### src/rtl/systolic_pkg.sv
// Shared definitions for the systolic array result path.
// Contents:
//   drain_state_t - drain FSM states (IDLE, STREAM)
//   DEFAULT_DATA_WIDTH / DEFAULT_ARRAY_SIZE - default array geometry
//   acc_width()   - accumulator width for a given operand width and array size
package systolic_pkg;

   typedef enum logic {
      IDLE   = 1'b0,
      STREAM = 1'b1
   } drain_state_t;

   localparam int unsigned DEFAULT_DATA_WIDTH = 8;
   localparam int unsigned DEFAULT_ARRAY_SIZE = 3;

   // Accumulator width: product width plus growth from summing N products.
   function automatic int unsigned acc_width(input int unsigned dw, input int unsigned n);
      return 2 * dw + $clog2(n);
   endfunction

endpackage

### src/rtl/drain_width_conv.sv
// Combinational width conversion from accumulator width to stream width.
// Build option: DRAIN_SATURATE_EN
//   defined   - values above 2^OUT_WIDTH-1 clamp to all-ones (unsigned)
//   undefined - plain truncation to the low OUT_WIDTH bits
// Ports:
//   acc    - accumulator element (IN_WIDTH bits, unsigned)
//   conv_c - converted element (OUT_WIDTH bits), combinational
module drain_width_conv #(
   parameter int unsigned IN_WIDTH  = 18,
   parameter int unsigned OUT_WIDTH = 16
) (
   input  logic [IN_WIDTH-1:0]  acc,
   output logic [OUT_WIDTH-1:0] conv_c
);

   generate
      if (IN_WIDTH > OUT_WIDTH) begin : g_narrow
         logic [IN_WIDTH-OUT_WIDTH-1:0] high_bits;
         assign high_bits = acc[IN_WIDTH-1:OUT_WIDTH];
`ifdef DRAIN_SATURATE_EN
         // Any bit set above the output range means the value does not fit.
         assign conv_c = (|high_bits) ? '1 : acc[OUT_WIDTH-1:0];
`else
         // High bits are intentionally dropped in truncation mode.
         logic unused_high;
         assign unused_high = ^high_bits;
         assign conv_c = acc[OUT_WIDTH-1:0];
`endif
      end else begin : g_pass
         // Equal widths: both modes are a straight pass-through.
         assign conv_c = OUT_WIDTH'(acc);
      end
   endgenerate

endmodule

### src/rtl/systolic_result_drain.sv
// Result drain for systolic_array: snapshots the NxN accumulator grid on the
// rising edge of computation_done and streams it out row-major over a
// valid/ready interface, one element per accepted beat.
// Build option: DRAIN_SATURATE_EN (saturating instead of truncating out_data,
// resolved inside drain_width_conv).
// Ports:
//   clk, rst_n        - clock, asynchronous active-low reset
//   computation_done  - done level from the array (edge-detected here)
//   c_outputs         - NxN accumulator grid
//   out_valid/out_ready - stream handshake
//   out_data, out_row, out_col, out_last - beat payload
//   busy              - snapshot held / streaming
//   drain_done        - one-cycle pulse after the last beat is accepted
//   overrun           - sticky, done edge seen while busy
module systolic_result_drain
   import systolic_pkg::*;
#(
   parameter int unsigned DATA_WIDTH        = DEFAULT_DATA_WIDTH,
   parameter int unsigned ARRAY_SIZE        = DEFAULT_ARRAY_SIZE,
   parameter int unsigned ACCUMULATOR_WIDTH = acc_width(DATA_WIDTH, ARRAY_SIZE),
   parameter int unsigned OUT_WIDTH         = 16,
   parameter int unsigned IDX_WIDTH         = (ARRAY_SIZE > 1) ? $clog2(ARRAY_SIZE) : 1
) (
   input  logic                         clk,
   input  logic                         rst_n,
   input  logic                         computation_done,
   input  logic [ACCUMULATOR_WIDTH-1:0] c_outputs [0:ARRAY_SIZE-1][0:ARRAY_SIZE-1],
   output logic                         out_valid,
   input  logic                         out_ready,
   output logic [OUT_WIDTH-1:0]         out_data,
   output logic [IDX_WIDTH-1:0]         out_row,
   output logic [IDX_WIDTH-1:0]         out_col,
   output logic                         out_last,
   output logic                         busy,
   output logic                         drain_done,
   output logic                         overrun
);

   localparam logic [IDX_WIDTH-1:0] IDX_MAX = IDX_WIDTH'(ARRAY_SIZE - 1);

   drain_state_t                 state;
   logic                         done_q;
   logic                         armed;
   logic [ACCUMULATOR_WIDTH-1:0] buffer [0:ARRAY_SIZE-1][0:ARRAY_SIZE-1];

   logic                         done_rise_c;
   logic                         accept_c;
   logic [IDX_WIDTH-1:0]         next_row_c;
   logic [IDX_WIDTH-1:0]         next_col_c;
   logic [ACCUMULATOR_WIDTH-1:0] conv_in_c;
   logic [OUT_WIDTH-1:0]         conv_out_c;

   // Edge detect; armed masks the first cycle so a level already high at
   // reset release is not mistaken for a new edge.
   assign done_rise_c = computation_done & ~done_q & armed;
   assign accept_c    = out_valid & out_ready;

   // Index of the element that follows the one currently presented; the
   // converter sees the live grid on capture and the buffer while streaming.
   always_comb begin
      next_row_c = out_row;
      next_col_c = out_col + IDX_WIDTH'(1);
      if (out_col == IDX_MAX) begin
         next_col_c = '0;
         next_row_c = out_row + IDX_WIDTH'(1);
      end
      conv_in_c = buffer[next_row_c][next_col_c];
      if (state == IDLE) begin
         conv_in_c = c_outputs[0][0];
      end
   end

   drain_width_conv #(
      .IN_WIDTH  (ACCUMULATOR_WIDTH),
      .OUT_WIDTH (OUT_WIDTH)
   ) u_width_conv (
      .acc    (conv_in_c),
      .conv_c (conv_out_c)
   );

   // Drain FSM, snapshot buffer and registered stream outputs.
   always_ff @(posedge clk or negedge rst_n) begin
      if (!rst_n) begin
         state      <= IDLE;
         done_q     <= 1'b0;
         armed      <= 1'b0;
         out_valid  <= 1'b0;
         out_data   <= '0;
         out_row    <= '0;
         out_col    <= '0;
         out_last   <= 1'b0;
         busy       <= 1'b0;
         drain_done <= 1'b0;
         overrun    <= 1'b0;
         for (int i = 0; i < int'(ARRAY_SIZE); i++) begin
            for (int j = 0; j < int'(ARRAY_SIZE); j++) begin
               buffer[i][j] <= '0;
            end
         end
      end else begin
         done_q     <= computation_done;
         armed      <= 1'b1;
         drain_done <= 1'b0;
         case (state)
            IDLE: begin
               if (done_rise_c) begin
                  for (int i = 0; i < int'(ARRAY_SIZE); i++) begin
                     for (int j = 0; j < int'(ARRAY_SIZE); j++) begin
                        buffer[i][j] <= c_outputs[i][j];
                     end
                  end
                  out_valid <= 1'b1;
                  busy      <= 1'b1;
                  out_data  <= conv_out_c;
                  out_row   <= '0;
                  out_col   <= '0;
                  out_last  <= (ARRAY_SIZE == 1);
                  overrun   <= 1'b0;
                  state     <= STREAM;
               end
            end
            STREAM: begin
               // A new edge cannot be captured mid-stream; flag it instead.
               if (done_rise_c) begin
                  overrun <= 1'b1;
               end
               if (accept_c) begin
                  if (out_last) begin
                     out_valid  <= 1'b0;
                     busy       <= 1'b0;
                     out_data   <= '0;
                     out_row    <= '0;
                     out_col    <= '0;
                     out_last   <= 1'b0;
                     drain_done <= 1'b1;
                     state      <= IDLE;
                  end else begin
                     out_data <= conv_out_c;
                     out_row  <= next_row_c;
                     out_col  <= next_col_c;
                     out_last <= (next_row_c == IDX_MAX) && (next_col_c == IDX_MAX);
                  end
               end
            end
            default: state <= IDLE;
         endcase
      end
   end

endmodule

### config.mk
export PLATFORM = sky130hd
export DESIGN_NAME = systolic_result_drain
export DESIGN_NICKNAME = d
export VERILOG_FILES = /design/src/rtl/systolic_pkg.sv /design/src/rtl/drain_width_conv.sv /design/src/rtl/systolic_result_drain.sv
export SDC_FILE = /design/constraint.sdc
export NUM_CORES = 1
export LEC_CHECK = 0
export BUFFER_PORTS_ARGS = -buffer_cell sky130_fd_sc_hd__buf_2
export CORE_UTILIZATION = 30
export CTS_BUF_LIST = sky130_fd_sc_hd__clkbuf_16
export DETAILED_ROUTE_END_ITERATION = 12
export GPL_ROUTABILITY_DRIVEN = 0
export PLACE_DENSITY = 0.59
export SKIP_CTS_REPAIR_TIMING = 1
export SYNTH_ARGS = -nofsm -noshare
export SYNTH_HDL_FRONTEND = slang
export SYNTH_SLANG_ARGS = --single-unit
export TNS_END_PERCENT = 30
### constraint.sdc
create_clock -name clk -period 2.2 [get_ports clk]
set_clock_uncertainty 0.2 [all_clocks]
set_input_delay 0.22 -clock clk [delete_from_list [all_inputs] [get_ports clk]]
set_output_delay 0.22 -clock clk [all_outputs]
set_load 0.05 [all_outputs]
== Yosys cells after proc, flatten, opt, wreduce, memory -nomap -nowiden ==
Cells that the tools add are included.

* Word-level logic and storage cells: 78
* Output and inout bits: 25
* Input bits: 166
* Register bits: 189

* Reduce and logical (&&, ||, !) cells: 5
* $lt $le $gt $ge: 2
* Bitwise operators: 7
* Add/subtract/negate cells: 2
* Equal/unequal tests: 7
* Mux-type cells: 36

{| class="wikitable"
|+ Operators with widths
! cell !! count
|-
| $bmux W54 S2 || 1
|-
| $mux W54 || 2
|-
| $mux W16 || 6
|-
| $bmux W18 S2 || 1
|-
| $pmux W16 S2 || 1
|-
| $mux W2 || 7
|-
| $mux W1 || 12
|-
| $pmux W1 S2 || 4
|-
| $pmux W2 S2 || 2
|-
| $eq A2 B2 Y1 const B || 3
|-
| $ge A3 B3 Y1 const B || 2
|-
| $not A2 Y3 || 2
|-
| $reduce_and A2 Y1 || 3
|-
| $add A2 B1 Y2 const B || 2
|-
| $ne A2 B1 Y1 const B || 2
|-
| $ne A2 B2 Y1 const B || 2
|-
| $and A1 B1 Y1 || 3
|-
| $reduce_and A3 Y1 || 1
|-
| $not A1 Y1 || 2
|-
| $logic_and A1 B1 Y1 || 1
|}

== Depth between registers and ports, before layout ==
Gate-level depths: netlist (run 1).

* Depth after elaboration: 13
* Mapped depth: 8
* Mapped depth without buffers: 5

== Cells and area by module ==
A second synthesis (run 1) with hierarchy kept.

* Cell total of the unflattened synthesis: 1,036
* Area, all modules: 9,021.2 um^2

{| class="wikitable"
|+ By module, submodules not included
! module !! area each (um^2) !! cells each !! times used !! seq. area each (um^2)
|-
| systolic_result_drain || 8,901.0 || 1,020 || 1 || 4,729.5
|-
| drain_width_conv || 120.1 || 16 || 1 || 0.0
|}

== Worst setup path before layout (run 1) ==
Ideal clock, no wire load.

* Path kind: register to register
* Start point: register out_row[0]
* End point: register out_data[0]
* Library setup time: 127 ps
* Path buffers: 3
* Data required time: 1,873 ps
* Stages on the path, launching flop included: 8
* Data arrival time: 1,987 ps
* Period minus slack after synthesis: 2,314 ps
* Path slack: -114 ps
* Path through: dfrtp_1 > buf_2 > buf_2 > buf_2 > mux2i_1 > nor2_1 > a311oi_1 > o21ai_2

* Longest elaborated chain between the ends: 13
* Elaborated cells on any way between the ends: 14
* Classes of those cells: add/sub (1); mux (12); bitwise (1)

{| class="wikitable"
|+ RTL lines
! element !! line !! RTL
|-
| start, declared || systolic_result_drain.sv:31 || <nowiki>output logic [IDX_WIDTH-1:0] out_row,</nowiki>
|-
| start signal, assigned || systolic_result_drain.sv:139 || <nowiki>out_row <= next_row_c;</nowiki>
|-
| $add A2 B1 Y2 || systolic_result_drain.sv:65 || <nowiki>next_row_c = out_row + IDX_WIDTH'(1);</nowiki>
|-
| $mux W2 * || systolic_result_drain.sv:63 || <nowiki>if (out_col == IDX_MAX) begin</nowiki>
|-
| $not A2 Y3 (not written as such) * || systolic_result_drain.sv:67 || <nowiki>conv_in_c = buffer[next_row_c][next_col_c];</nowiki>
|-
| $bmux W54 S2 * || systolic_result_drain.sv:67 ||
|-
| $mux W54 (not written as such) * (2 in a row) || systolic_result_drain.sv:67 ||
|-
| $bmux W18 S2 * || systolic_result_drain.sv:67 ||
|-
| $mux W16 (not written as such) * (2 in a row) || systolic_result_drain.sv:67 ||
|-
| $mux W16 * || systolic_result_drain.sv:68 || <nowiki>if (state == IDLE) begin</nowiki>
|-
| $mux W16 || systolic_result_drain.sv:128 || <nowiki>if (out_last) begin</nowiki>
|-
| $mux W16 || systolic_result_drain.sv:127 || <nowiki>if (accept_c) begin</nowiki>
|-
| $pmux W16 S2 * || systolic_result_drain.sv:104 || <nowiki>case (state)</nowiki>
|-
| end signal, assigned || systolic_result_drain.sv:114 || <nowiki>out_data <= conv_out_c;</nowiki>
|-
| end signal, assigned || systolic_result_drain.sv:138 || <nowiki>out_data <= conv_out_c;</nowiki>
|-
| end, declared || systolic_result_drain.sv:30 || <nowiki>output logic [OUT_WIDTH-1:0] out_data,</nowiki>
|}

Every way passes the cells marked *; elsewhere a longest branch is shown, timed or not. The select of a mux whose other input is x is not followed.
A chain may end at the register's enable or synchronous reset.

== Worst setup path after layout (run 1) ==
* Start point: register out_col[0]
* End point: register out_data[11]

* Longest elaborated chain between the ends: 13
* Elaborated cells on any way between the ends: 17
* Classes of those cells: add/sub (1); eq/ne (1); mux (13); bitwise (2)

{| class="wikitable"
|+ RTL lines
! element !! line !! RTL
|-
| start, declared || systolic_result_drain.sv:32 || <nowiki>output logic [IDX_WIDTH-1:0] out_col,</nowiki>
|-
| start signal, assigned || systolic_result_drain.sv:140 || <nowiki>out_col <= next_col_c;</nowiki>
|-
| $eq A2 B2 Y1 || systolic_result_drain.sv:63 ||
|-
| $mux W2 || systolic_result_drain.sv:63 ||
|-
| $not A2 Y3 (not written as such) || systolic_result_drain.sv:67 ||
|-
| $bmux W54 S2 || systolic_result_drain.sv:67 ||
|-
| $mux W54 (not written as such) (2 in a row) || systolic_result_drain.sv:67 ||
|-
| $bmux W18 S2 * || systolic_result_drain.sv:67 ||
|-
| $mux W16 (not written as such) * (2 in a row) || systolic_result_drain.sv:67 ||
|-
| $mux W16 * || systolic_result_drain.sv:68 ||
|-
| $mux W16 || systolic_result_drain.sv:128 ||
|-
| $mux W16 || systolic_result_drain.sv:127 ||
|-
| $pmux W16 S2 * || systolic_result_drain.sv:104 ||
|}

Marked as above.

==> results.py, run 1 <==
metrics = {
    "routing": {
        "finalWirelength_mm": 23.50,
        "dr.first_iter.drc_count": 330,
        "route.vias.total": 6480,
        "firstDrtPassIters": 5,
        "per_cell_routed_wire_length_um": 17.54,
        "detail_route.vias_per_cell": 4.836,
        "number_of_remaining_drc_errors": 0,
        "drtAntennaViolNets": 0,
    },
    "layout": {
        "layout-drive-gt1-share_pct": 34.33,
        "mostFrequentLayoutCell": "sky130_fd_sc_hd__buf_2",
        "flow.area_growth_from_synthesis_pct": 44.56,
        "final_cell_mix": "sky130_fd_sc_hd__buf_2, sky130_fd_sc_hd__dfrtp_1, sky130_fd_sc_hd__dlygate4sd3_1",
        "num_antenna_cells": 0,
        "nets": 1152,
        "layoutNonFillerInstCount": 1340,
    },
    "clock_network": {
        "clkTransAtPathRegs_ps": 70,
        "cts_htree_levels": 4,
        "clock-root-buffer": "sky130_fd_sc_hd__clkbuf_16",
        "tritoncts_num_sinks": 171,
        "cts_tree": "built",
        "cts_max_path_buffers": 2,
        "cts_made_buffers": 17,
        "source_to_sink_clock_delay_at_the_later_pin_of_the_worst_skew_pair_ps": 430,
    },
    "critical_path": {
        "critPathMaxFanout": 17,
        "worstSetupStartpointType": "flop",
        "critPathKind": "flop to flop",
        "arr_time_crit_path_ps": 2220,
        "critPathRequiredTime_ps": 2350,
        "cp_common_cell": "sky130_fd_sc_hd__buf_4",
        "slowest_stage": "sky130_fd_sc_hd__dfrtp_2",
        "timing.critical_path.to_type": "flop",
        "path_cells": "buf_4, and3b_1, buf_4, a22oi_1, a311o_1, o21ai_1",
        "crit_buf_inv": 2,
        "max_incr_delay_on_cp_ps": 500,
        "cp_top_family": "compound AO/OA/AOI/OAI gates",
    },
    "pwr": {
        "pwr-share-clk_pct": 20.9,
        "combPwrFrac_pct": 43.2,
        "power.net_switching_w": 0.005758,
        "power.density_cell_area_nw_per_um2": 1291,
        "intPower_w": 0.009600,
        "switching_share_pct": 37.49,
        "vdd.ir_drop.worst_uv": 635.1,
        "power.sequential.fraction_pct": 36.0,
        "cellLeakagePower_nw": 5.372,
    },
    "sta": {
        "grt_setup_unrepaired": "no",
        "final_max_slew_viol_count": 0,
        "final_hold_viol_count": 0,
        "finalWorstSetupSlack_ps": 128.9,
        "maximum_achievable_frequency_mhz": 482.8,
        "report.final.setup_viol": 0,
        "layout_worst_path_cycle_share_pct": 94.14,
        "layout_min_cycle_time_ps": 2071,
        "fin_setup_tns_ps": 0,
        "fin_worst_hold_slack_ps": 60.55,
    },
    "floorplan": {
        "die-height_um": 167.6,
        "fp-row-count": 60,
        "die-width_um": 167.6,
        "initial_core_util_pct": 30.53,
        "pin_count": 191,
        "fp.dieArea_um2": 28090,
        "fp.coreArea_um2": 26950,
    },
    "global_routing": {
        "grt_antenna_before_repair": 0,
        "grt_max_degree": 64,
        "track_usage_pct": 16.16,
        "grt_pass1_vias": 6073,
        "grt_overflow": 0,
        "grt_first_pass_wirelength_mm": 34.49,
    },
    "run_status": {
        "run_status": "finished, final reports clean",
    },
    "place": {
        "port_buffers": 172,
        "placed_cells": 1161,
        "placed_wire_length_estimate_after_detailed_placement_mm": 16.14,
        "post-place-ws_ps": 116.2,
    },
    "yosys": {
        "synth_seq_cells": 171,
        "synth_warnings": 0,
        "yosys.cell_types.count": 48,
        "area_of_the_mapped_netlist_um2": 8228,
        "edff_count_synth": 0,
        "synth-main-ff-cell": "sky130_fd_sc_hd__dfrtp_1",
        "synthesis.instances": 653,
        "share_of_flip_flops_with_an_asynchronous_set_or_reset_pct": 100.0,
        "synth.yosys.seq_area_share_pct": 52.01,
        "post_syn_area_per_cell_um2": 12.60,
        "syn_nets": 819,
    },
    "job": {
        "drv_cap": 0,
    },
    "min_path": {
        "hp-class": "primary input to asynchronous set/reset pin",
    },
}
[area by class of cell]
cell class	count	area, µm²
Clock buffer	17	425.4
Tap cell	341	426.7
Inverter	2	7.507
Fill cell	2467	15060
Timing Repair Buffer	370	2872
Clock inverter	15	198.9
Multi-Input combinational cell	424	3681
Sequential cell	171	4283
[power groups by stage]
stage          Combinational (W)  Sequential, W  Clock (W)
2_1_floorplan            0.00389        0.00586          0
3_3_place_gp             0.00638        0.00553          0
3_5_place_dp             0.00647        0.00558          0
4_1_cts                  0.00649        0.00553    0.00332
5_1_grt                  0.00721        0.00573    0.00343
6_report                 0.00663        0.00552    0.00321
[registers in the layout, indices dropped and copies added (netlist names)]
register and cells:
armed 1, buffer 144, busy 1, done_q 1, drain_done 1, out_col 2, out_data 16, out_last 1
out_row 2, overrun 1, state 1
[Yosys cell counts (2+ instances only)]
cell | n | area (µm²)
sky130_fd_sc_hd__dfrtp_1 | 171 | 4279
sky130_fd_sc_hd__mux2_1 | 82 | 923.4
sky130_fd_sc_hd__mux2_2 | 80 | 900.9
sky130_fd_sc_hd__mux2i_1 | 37 | 370.4
sky130_fd_sc_hd__buf_2 | 36 | 180.2
sky130_fd_sc_hd__a21oi_1 | 30 | 150.1
sky130_fd_sc_hd__o21ai_0 | 25 | 125.1
sky130_fd_sc_hd__a22oi_1 | 21 | 157.7
sky130_fd_sc_hd__nor2_1 | 20 | 75.07
sky130_fd_sc_hd__nand2_1 | 17 | 63.81
sky130_fd_sc_hd__clkbuf_1 | 13 | 48.80
sky130_fd_sc_hd__o21ai_1 | 11 | 55.05
sky130_fd_sc_hd__o22a_1 | 10 | 87.58
sky130_fd_sc_hd__a311oi_1 | 8 | 70.07
sky130_fd_sc_hd__a211o_1 | 7 | 61.31
sky130_fd_sc_hd__a311o_1 | 7 | 70.07
sky130_fd_sc_hd__a21boi_0 | 6 | 45.04
sky130_fd_sc_hd__a22o_1 | 6 | 52.55
sky130_fd_sc_hd__a31oi_1 | 6 | 37.54
sky130_fd_sc_hd__and3b_1 | 6 | 52.55
sky130_fd_sc_hd__a221oi_1 | 5 | 43.79
sky130_fd_sc_hd__a31o_1 | 5 | 43.79
sky130_fd_sc_hd__nor2b_1 | 4 | 25.02
sky130_fd_sc_hd__a211oi_1 | 3 | 22.52
sky130_fd_sc_hd__buf_4 | 3 | 22.52
sky130_fd_sc_hd__nand2b_1 | 3 | 18.77
sky130_fd_sc_hd__o211ai_1 | 3 | 22.52
sky130_fd_sc_hd__a21o_1 | 2 | 15.01
sky130_fd_sc_hd__buf_1 | 2 | 7.510
sky130_fd_sc_hd__buf_6 | 2 | 22.52
sky130_fd_sc_hd__inv_1 | 2 | 7.510
sky130_fd_sc_hd__nand3_1 | 2 | 10.01
sky130_fd_sc_hd__o21ai_2 | 2 | 17.52
sky130_fd_sc_hd__o31ai_1 | 2 | 15.01
[path summary, 6_finish.rpt]
path	startpoint	end	slack, ps	cells after the start
worst max-delay path	out_col[0]	out_data[11]	130	6
worst min-delay path	rst_n	buffer[47]	60	2
worst max register to register	out_col[0]	out_data[11]	130	6
worst min register to register	buffer[22]	buffer[22]	280	1
max in group asynchronous	rst_n	buffer[46]	1050	3
min in group clk	computation_done	done_q	260	2
[stage by stage]
step	total power, W	area, µm²	util [%]
2_1_floorplan	0.009755	8229	-
3_3_place_gp	0.01191	9798	36.36
3_5_place_dp	0.01206	9798	36.36
4_1_cts	0.01534	10420	38.67
5_1_grt	0.01638	11890	44.13
6_report	0.01536	11890	44.13
[routing by layer]
metal / up-vias / global-route usage [%] / share of wire [%]
met5: - / 0 / 0
met2: 158 / 24.06 / 45
met4: 0 / 4.747 / 1.6
met1: 3206 / 22.97 / 50
li1: 3092 / - / -
met3: 24 / 4.089 / 3.8
[kinds of logic after synthesis]
logic type      Yosys count  share of synthesized area, %
compound gates          163                         13.85
xor+xnor                  1                        0.1065
buf+inv                  58                         3.513
flops                   171                         52.01
mux                     199                         26.67
other cells               1                       0.04558
simple gates             60                         3.802
Note: power is estimated with default switching activity, not from simulation.
==> inputs of run 2 (changes only) <==
--- a/config.mk
+++ b/config.mk
@@ -10,7 +10,7 @@
 export CTS_BUF_LIST = sky130_fd_sc_hd__clkbuf_16
 export DETAILED_ROUTE_END_ITERATION = 12
 export GPL_ROUTABILITY_DRIVEN = 0
-export PLACE_DENSITY = 0.59
+export PLACE_DENSITY = 0.49
 export SKIP_CTS_REPAIR_TIMING = 1
 export SYNTH_ARGS = -nofsm -noshare
 export SYNTH_HDL_FRONTEND = slang
==> run 2 against run 1 <==
  * The run now ends with negative hold slack left
  * Via count shrank 0.19%
  * Routed wire length increased by 4.1%
  * Combinational power decreased by 0.8%
  * Setup slack worse by 23 ps
  * Power decreased by 2.1%
  * Sequential cell count did not move
  * Largest power group unchanged
  * Critical endpoint is now buffer[140]
  * First-iteration DRC count is 27% higher
==> results.py, run 2 (synthesis results as in run 1) <==
metrics = {
    "layout": {
        "largest-register": "buffer",
        "final_cell_mix": "sky130_fd_sc_hd__buf_2, sky130_fd_sc_hd__dfrtp_1, sky130_fd_sc_hd__dlygate4sd3_1",
        "layoutNonFillerInstCount": 1336,
        "largest_reg_flops": 144,
        "flow.area_growth_from_synthesis_pct": 43.43,
        "layout-drive-gt1-share_pct": 34.17,
        "nets": 1149,
        "mostFrequentLayoutCell": "sky130_fd_sc_hd__buf_2",
        "top_regs": "buffer (144), out_data (16)",
        "num_antenna_cells": 0,
    },
    "critical_path": {
        "rr_startpoint": "state",
        "timing.critical_path.to_type": "flop",
        "max_incr_delay_on_cp_ps": 550,
        "worstSetupStartpointType": "flop",
        "rr_worst_depth": 4,
        "slowest_stage": "sky130_fd_sc_hd__dfrtp_1",
        "critPathKind": "flop to flop",
        "cp_common_cell": "sky130_fd_sc_hd__buf_12",
        "worstSetupStartpoint": "state",
        "critPathMaxFanout": 47,
        "last_element_of_the_critical_path": "buffer[140]",
        "path_cells": "nor3_4, buf_12, buf_12, mux2_2",
        "capture_instance_of_the_worst_register_to_register_path": "buffer[140]",
        "arr_time_crit_path_ps": 2220,
        "critPathRequiredTime_ps": 2320,
        "ff2ff_setup_slack_ps": 110,
    },
    "clock_network": {
        "clock-root-buffer": "sky130_fd_sc_hd__clkbuf_16",
        "tritoncts_num_sinks": 171,
        "cts_tree": "built",
        "cts_made_buffers": 17,
        "clkTransAtPathRegs_ps": 70,
        "source_to_sink_clock_delay_at_the_later_pin_of_the_worst_skew_pair_ps": 440,
        "cts_htree_levels": 4,
        "cts_max_path_buffers": 2,
    },
    "run_status": {
        "run_status": "finished with violations",
        "violated_checks": "negative hold slack",
    },
    "routing": {
        "number_of_remaining_drc_errors": 0,
        "dr.first_iter.drc_count": 418,
        "per_cell_routed_wire_length_um": 18.31,
        "drtAntennaViolNets": 0,
        "firstDrtPassIters": 4,
        "detail_route.vias_per_cell": 4.841,
        "route.vias.total": 6468,
        "finalWirelength_mm": 24.46,
    },
    "min_path": {
        "hp-class": "primary input to flop",
    },
    "sta": {
        "final_hold_viol_count": 1,
        "worstMarginPinSlew_ps": 663.4,
        "fin_worst_hold_slack_ps": -20.53,
        "layout_min_cycle_time_ps": 2094,
        "maximum_achievable_frequency_mhz": 477.5,
        "report.final.setup_viol": 0,
        "layout_worst_path_cycle_share_pct": 95.19,
        "relSlewSlack_pct": 55.77,
        "final_max_slew_viol_count": 0,
    },
    "floorplan": {
        "die-width_um": 167.6,
        "initial_core_util_pct": 30.53,
        "pin_count": 191,
        "die-height_um": 167.6,
        "fp.coreArea_um2": 26950,
        "fp.dieArea_um2": 28090,
        "fp-row-count": 60,
    },
    "global_routing": {
        "grt_max_degree": 64,
        "grt_first_pass_wirelength_mm": 35.61,
        "track_usage_pct": 16.66,
        "grt_antenna_before_repair": 0,
        "grt_pass1_vias": 6070,
        "grt_overflow": 0,
    },
    "place": {
        "placed_cells": 1157,
        "port_buffers": 172,
        "placed_wire_length_estimate_after_detailed_placement_mm": 16.13,
    },
    "pwr": {
        "vdd.ir_drop.worst_uv": 691.9,
        "post-layout-total-power_w": 0.01503,
        "cellLeakagePower_nw": 5.317,
        "power.density_cell_area_nw_per_um2": 1274,
    },
    "job": {
        "drv_cap": 0,
    },
}
[run 2: cell type report]
cell class              instances  area [µm²]
clock inverters                14       121.4
clock buffers                  17       425.4
multi-input cells             425        3711
fillers                      2525       15150
flip-flops and latches        171        4283
well taps                     341       426.7
repair buffers                366        2826
inverters                       2       7.507
[run 2: worst min path at each step]
stage / start / to / cells past startpoint
after floorplan: rst_n / armed / 0
after global placement: rst_n / buffer[86] / 1
after detailed placement: rst_n / buffer[86] / 1
after CTS: rst_n / buffer[86] / 1
after global routing: out_ready / out_last / 3
final: out_ready / out_last / 3
[run 2: routing by layer]
| metal | GRT usage, % | share of wire (%) |
|---|---|---|
| met1 | 23.92 | 49 |
| met2 | 25.58 | 47 |
| met3 | 3.191 | 3.7 |
| met4 | 4.348 | 1.1 |
| met5 | 0 | 0 |
[run 2: per-stage QoR]
stage	instance area (µm²)	worst slack [ps]	TNS (ps)	util, %
3_5_place_dp	9756	-51.64	-51.64	36.20
2_1_floorplan	8229	10.20	0	-
5_1_grt	11800	-0.4594	-0.4594	43.79
4_1_cts	10300	-63.57	-63.57	38.23
3_3_place_gp	9756	5.561	0	36.20
6_report	11800	105.8	0	43.79
[run 2: report_power, final]
group	internal (W)	switching [W]	total (W)
Combinational	0.00310	0.00348	0.00658
Sequential	0.00458	0.000966	0.00555
Clock	0.00156	0.00135	0.00290
[run 2: critical path: cells and delay by family, from the launching register on]
family        cells  cell delay, ps
mux               1             370
flops             1             550
buf+inv           2             510
simple gates      1             310
